<file path="src/rtl/bus_access_arbiter.sv">
// Bus occupancy tracker (BUSY / free / available) from bus_monitor events,
// plus a round-robin START arbiter for the local initiators.
module bus_access_arbiter #(
  parameter int unsigned NumReq = 3,
  parameter int unsigned CntW   = 20
) (
  input  logic              clk_i,
  input  logic              rst_ni,
  input  logic              enable_i,
  input  logic              start_det_i,
  input  logic              rstart_det_i,
  input  logic              stop_det_i,
  input  logic              scl_stable_high_i,
  input  logic              sda_stable_high_i,
  input  logic [CntW-1:0]   t_buf_i,
  input  logic [CntW-1:0]   t_aval_i,
  input  logic [NumReq-1:0] req_i,
  output logic [NumReq-1:0] gnt_o,
  output logic              gnt_valid_o,
  output logic              bus_busy_o,
  output logic              bus_free_o,
  output logic              bus_available_o
);

  localparam int unsigned PtrW = (NumReq > 1) ? $clog2(NumReq) : 1;

  typedef enum logic {
    ST_BUSY = 1'b0,
    ST_IDLE = 1'b1
  } bus_state_e;

  bus_state_e        state_q;
  logic [CntW-1:0]   idle_cnt_q;
  logic [NumReq-1:0] gnt_q, gnt_d;
  logic [PtrW-1:0]   rr_ptr_q, rr_ptr_d;

  logic            start_any;
  logic            lines_idle;
  logic            buf_met;
  logic            aval_met;
  logic            grant_ok;
  logic            sel_found;
  logic [PtrW-1:0] sel_idx;
  logic [PtrW:0]   cand;
  logic [PtrW:0]   ptr_inc;

  assign start_any  = start_det_i | rstart_det_i;
  assign lines_idle = scl_stable_high_i & sda_stable_high_i;
  assign buf_met    = (idle_cnt_q >= t_buf_i);
  assign aval_met   = (idle_cnt_q >= t_aval_i);

  // Bus occupancy FSM and idle-line counter. START beats a same-cycle STOP.
  // NOTE: sequential state uses non-blocking assignments so every register
  // samples the pre-edge values of the others, independent of statement order.
  always_ff @(posedge clk_i or negedge rst_ni) begin
    if (!rst_ni) begin
      state_q    <= ST_BUSY;
      idle_cnt_q <= '0;
    end else if (!enable_i || start_any) begin
      state_q    <= ST_BUSY;
      idle_cnt_q <= '0;
    end else if (stop_det_i) begin
      state_q    <= ST_IDLE;
      idle_cnt_q <= '0;
    end else begin
      if (state_q == ST_BUSY && aval_met) begin
        state_q <= ST_IDLE;
      end
      if (!lines_idle) begin
        idle_cnt_q <= '0;
      end else if (idle_cnt_q != '1) begin
        idle_cnt_q <= idle_cnt_q + 1'b1;
      end
    end
  end

  assign bus_busy_o      = (state_q == ST_BUSY);
  assign bus_free_o      = (state_q == ST_IDLE) && buf_met;
  assign bus_available_o = (state_q == ST_IDLE) && aval_met;

  // First requester at or after rr_ptr_q, wrapping modulo NumReq.
  // NOTE: every variable written in always_comb gets a default up front, so no
  // path leaves it unassigned and no latch is inferred.
  always_comb begin
    sel_found = 1'b0;
    sel_idx   = '0;
    cand      = '0;
    for (int i = 0; i < NumReq; i++) begin
      cand = {1'b0, rr_ptr_q} + (PtrW+1)'(i);
      if (cand >= (PtrW+1)'(NumReq)) begin
        cand = cand - (PtrW+1)'(NumReq);
      end
      if (!sel_found && req_i[cand[PtrW-1:0]]) begin
        sel_found = 1'b1;
        sel_idx   = cand[PtrW-1:0];
      end
    end
  end

  assign ptr_inc  = {1'b0, sel_idx} + (PtrW+1)'(1);
  assign grant_ok = enable_i && !gnt_valid_o && bus_free_o && !start_any && sel_found;

  always_comb begin
    gnt_d    = gnt_q;
    rr_ptr_d = rr_ptr_q;
    if (!enable_i) begin
      gnt_d = '0;
    end else if (gnt_valid_o) begin
      // The holder keeps the grant through its own START; only its request drop releases it.
      if (!(|(gnt_q & req_i))) begin
        gnt_d = '0;
      end
    end else if (grant_ok) begin
      for (int i = 0; i < NumReq; i++) begin
        gnt_d[i] = (sel_idx == PtrW'(i));
      end
      rr_ptr_d = (ptr_inc == (PtrW+1)'(NumReq)) ? '0 : ptr_inc[PtrW-1:0];
    end
  end

  always_ff @(posedge clk_i or negedge rst_ni) begin
    if (!rst_ni) begin
      gnt_q    <= '0;
      rr_ptr_q <= '0;
    end else begin
      gnt_q    <= gnt_d;
      rr_ptr_q <= rr_ptr_d;
    end
  end

  assign gnt_o       = gnt_q;
  assign gnt_valid_o = |gnt_q;

endmodule
</file>
<file path="config.mk">
export PLATFORM = sky130hd
export DESIGN_NAME = bus_access_arbiter
export DESIGN_NICKNAME = d
export VERILOG_FILES = /design/src/rtl/bus_access_arbiter.sv
export SDC_FILE = /design/constraint.sdc
export NUM_CORES = 1
export LEC_CHECK = 0
export CAP_MARGIN = 20
export CORE_MARGIN = 2
export CORE_UTILIZATION = 51
export CTS_CLUSTER_DIAMETER = 50
export DETAILED_ROUTE_END_ITERATION = 10
export GPL_TIMING_DRIVEN = 0
export PLACE_DENSITY = 0.81
export SYNTH_ARGS = -nofsm -noshare
export SYNTH_HDL_FRONTEND = slang
export SYNTH_SLANG_ARGS = --single-unit
</file>
<file path="constraint.sdc">
create_clock -name clk_i -period 3.7 [get_ports clk_i]
set_input_delay 0.925 -clock clk_i [delete_from_list [all_inputs] [get_ports clk_i]]
set_output_delay 0.925 -clock clk_i [all_outputs]
set_load 0.01 [all_outputs]
</file>
==> flow_summary.toml <==
[clocking]
path_clk_slew_ps = 90
clk_latency_ps = 270
postCtsHoldBufs = 0
cts_htree_levels = 1
cts_root_buf = "clkbuf_8"
cts_buffers = 3
clk_path_buf_depth = 2
cts_sinks = 26
cts_tree = "built"

[sta]
relSlewSlack_pct = 68.43
slew_viol_final = 0
post-route-period-util_pct = 99.16
fin_crit_ps = 3669
max_freq_ghz = 0.2726
setup_violations = 0
hold_viol_final = 0
layout_setup_ws_ps = 30.97
clock_skew_ps = 3.750
tightest_slew_ps = 473.6
rsz0062_at_grt = "true"

[status]
status = "finished, final reports clean"

[die]
ios = 58
die_width_um = 73.93
die_area_um2 = 5465
die_height_um = 73.93
start_util_pct = 52.79
num_rows = 25
coreArea_um2 = 4723

[grt]
grt_pass1_wl_um = 9639
grt_overflow = 0
grt_max_degree = 21
grt_pass1_vias = 2267
antenna_found_initial = 0
grt.total_usage_pct = 22.41

[synth]
synth_top_area_share_pct = 26.09
synthFlopType = "dfrtp_1"
synth_edf_count = 0
synth_cells = 297
yosysWarnings = 0
synthTopCellsByArea = "dfrtp_1 (26%), ha_1 (22%), inv_1 (7.4%)"
synth-seq-cells = 26
async_reset_ff_share_pct = 100.0
syn-cell-area_um2 = 2494
synth_top_area_cell = "dfrtp_1"
synth_nets = 392
synthDistinctLibCells = 49
synth-seq-area-share_pct = 26.09
syn_avg_cell_area_um2 = 8.396

[drt]
drt_iter0_drc = 78
drcViolationCount = 0
wirelength_um = 5858
vias = 2315
firstDrtPassIters = 4
viasPerCell = 5.409
postRouteAntennaNets = 0
wire_per_inst_um = 13.69

[cells_and_area]
area_growth_pct = 34.27
num-fill-cells = 364
final_nets = 457
post-route-util_pct = 70.89
antenna_cells = 0
design_area_um2 = 3348
drive_above_1_share_pct = 10.53

[critical_path]
startpoint = "t_aval_i[0]"
crit_family = "compound AO/OA/AOI/OAI gates"
cp-end-kind = "output port"
r2r_start = "idle_cnt_q[0]"
cp.arrival_ps = 2740
crit_chain = "dlygate4sd2_1 -> ha_1 -> nand2b_4 -> a2111oi_4 -> o21bai_1 -> a221o_1 -> a21oi_2 -> nor3_1 -> buf_2"
rrSetupSlack_ps = 1420
cp_num_buf_inv = 2
path_max_fanout = 2
start_kind = "input port"
slowest_delay_ps = 370
crit_type = "in -> out"
cp.required_ps = 2770
slowest_stage = "a221o_1"

[power]
p_clk_share_pct = 31.7
power.density_nw_per_um2 = 175.7
ir_drop_uv = 113.3
p_leak_nw = 1.706
seqPwrFrac_pct = 48.4
p_switching_w = 0.0001373
swShare_pct = 23.33
internal-power_w = 0.0004511
pwr-share-comb_pct = 19.9

[placed_design]
dp.final_hpwl_um = 4622
placed_area_um2 = 3176
dp_slack_ps = -609.2
gp_congestion = 0.8641
numPortBuffers = 57

[worst_hold_path]
min_from = "gnt_o[2]"
hold_class = "reg -> reg"

[job]
maxCapViolCount = 0
-- power groups by stage --
stage / logic [W] / registers, W / clock network [W]
after floorplan: 0.0000367 / 0.000290 / 0
after global placement: 0.000103 / 0.000290 / 0
after detailed placement: 0.000110 / 0.000290 / 0
after CTS: 0.000114 / 0.000285 / 0.000188
after global routing: 0.000130 / 0.000285 / 0.000205
final: 0.000117 / 0.000285 / 0.000187
-- routing by layer --
layer,global-route usage (%),routed length (um)
met5,0,0
met4,6.263,70
met3,2.881,208
met2,40.38,2967
met1,27.95,2611
-- cells in the final DEF (no fill, tap or decap), drive strengths merged, types with 8 or more instances in the layout --
| cell type | instances |
|---|---|
| a21oi | 18 |
| nor3 | 8 |
| xor2 | 12 |
| nand4 | 13 |
| dfrtp | 26 |
| nand3 | 12 |
| clkdlybuf4s50 | 52 |
| nor2 | 25 |
| ha | 44 |
| nand2 | 19 |
| inv | 49 |
| a21o | 9 |
| o21ai | 13 |
-- layout make-up --
class | count | area [um2] | share of cell area (%)
well taps | 67 | 83.83 | 2.504
repair buffers | 60 | 599.3 | 17.90
plain buffers | 3 | 15.01 | 0.4484
multi-input cells | 219 | 1760 | 52.58
flip-flops and latches | 26 | 650.6 | 19.43
inverters | 49 | 183.9 | 5.493
clock buffers | 4 | 55.05 | 1.644
-- cells in the mapped netlist, types with 2 or more instances --
library cell,n
and3_1,2
a21o_1,9
xor2_1,12
ha_1,44
clkbuf_1,2
xnor2_1,4
nand2_1,19
nor3b_1,3
nor2b_1,3
and3_2,2
a21oi_1,18
nor3_1,7
mux2i_1,5
nand3_1,11
o21ai_0,12
nor2_1,25
nand2b_1,2
inv_1,49
dfrtp_1,26
and4_1,2
nand4_1,12
-- worst reg2reg max path, cell delays in order (launching register included) --
cell,delay [ps]
dfrtp_1,460
inv_1,100
ha_1,300
nand2b_4,160
a2111oi_4,310
o21bai_1,140
a221o_1,370
buf_4,160
a21oi_1,110
nor2_1,60
-- stage by stage --
| stage | power (W) | setup TNS (ps) | cells | hold slack (ps) |
|---|---|---|---|---|
| floorplan | 0.0003269 | 0 | 297 | 539.1 |
| global placement | 0.0003935 | -1094 | 421 | 521.1 |
| detailed placement | 0.0004000 | -1134 | 422 | 524.5 |
| CTS | 0.0005874 | 0 | 428 | 545.1 |
| global route | 0.0006198 | -21.09 | 428 | 590.0 |
| finish | 0.0005884 | 0 | 428 | 550.4 |
-- cell families (layout without fill, tap and decap cells) --
family | after synthesis | in the layout | synth area share, %
AO/OA/AOI/OAI | 55 | 55 | 14.15
XOR/XNOR | 16 | 16 | 5.619
adder cells (fa/ha/maj) | 44 | 44 | 22.08
buffers and inverters | 52 | 116 | 7.978
flip-flops | 26 | 26 | 26.09
multiplexers | 6 | 6 | 2.459
AND/OR/NAND/NOR | 98 | 98 | 21.63
-- worst paths after layout --
path | endpoint | cells after the start
worst min register to register | gnt_o[2] | 2
max in group asynchronous | idle_cnt_q[2] | 2
min in group asynchronous | idle_cnt_q[17] | 1
worst min-delay path | gnt_o[2] | 2
worst max register to register | state_q | 9
worst max-delay path | bus_available_o | 9
-- sequential cells by signal, summed over array words and instances (netlist names) --
signal / flops
idle_cnt_q: 20
rr_ptr_q: 2
gnt_o: 3
state_q: 1
-- what timing repair did --
item / 4_1_cts / 5_1_grt
gates resized for setup: 23 / 10
pin swaps: 15 / 6
hold endpoints to repair: 0 / 0
endpoints found under the setup margin: 2 / 2
setup buffers: 2 / 0
(Power assumes the default switching activity.)
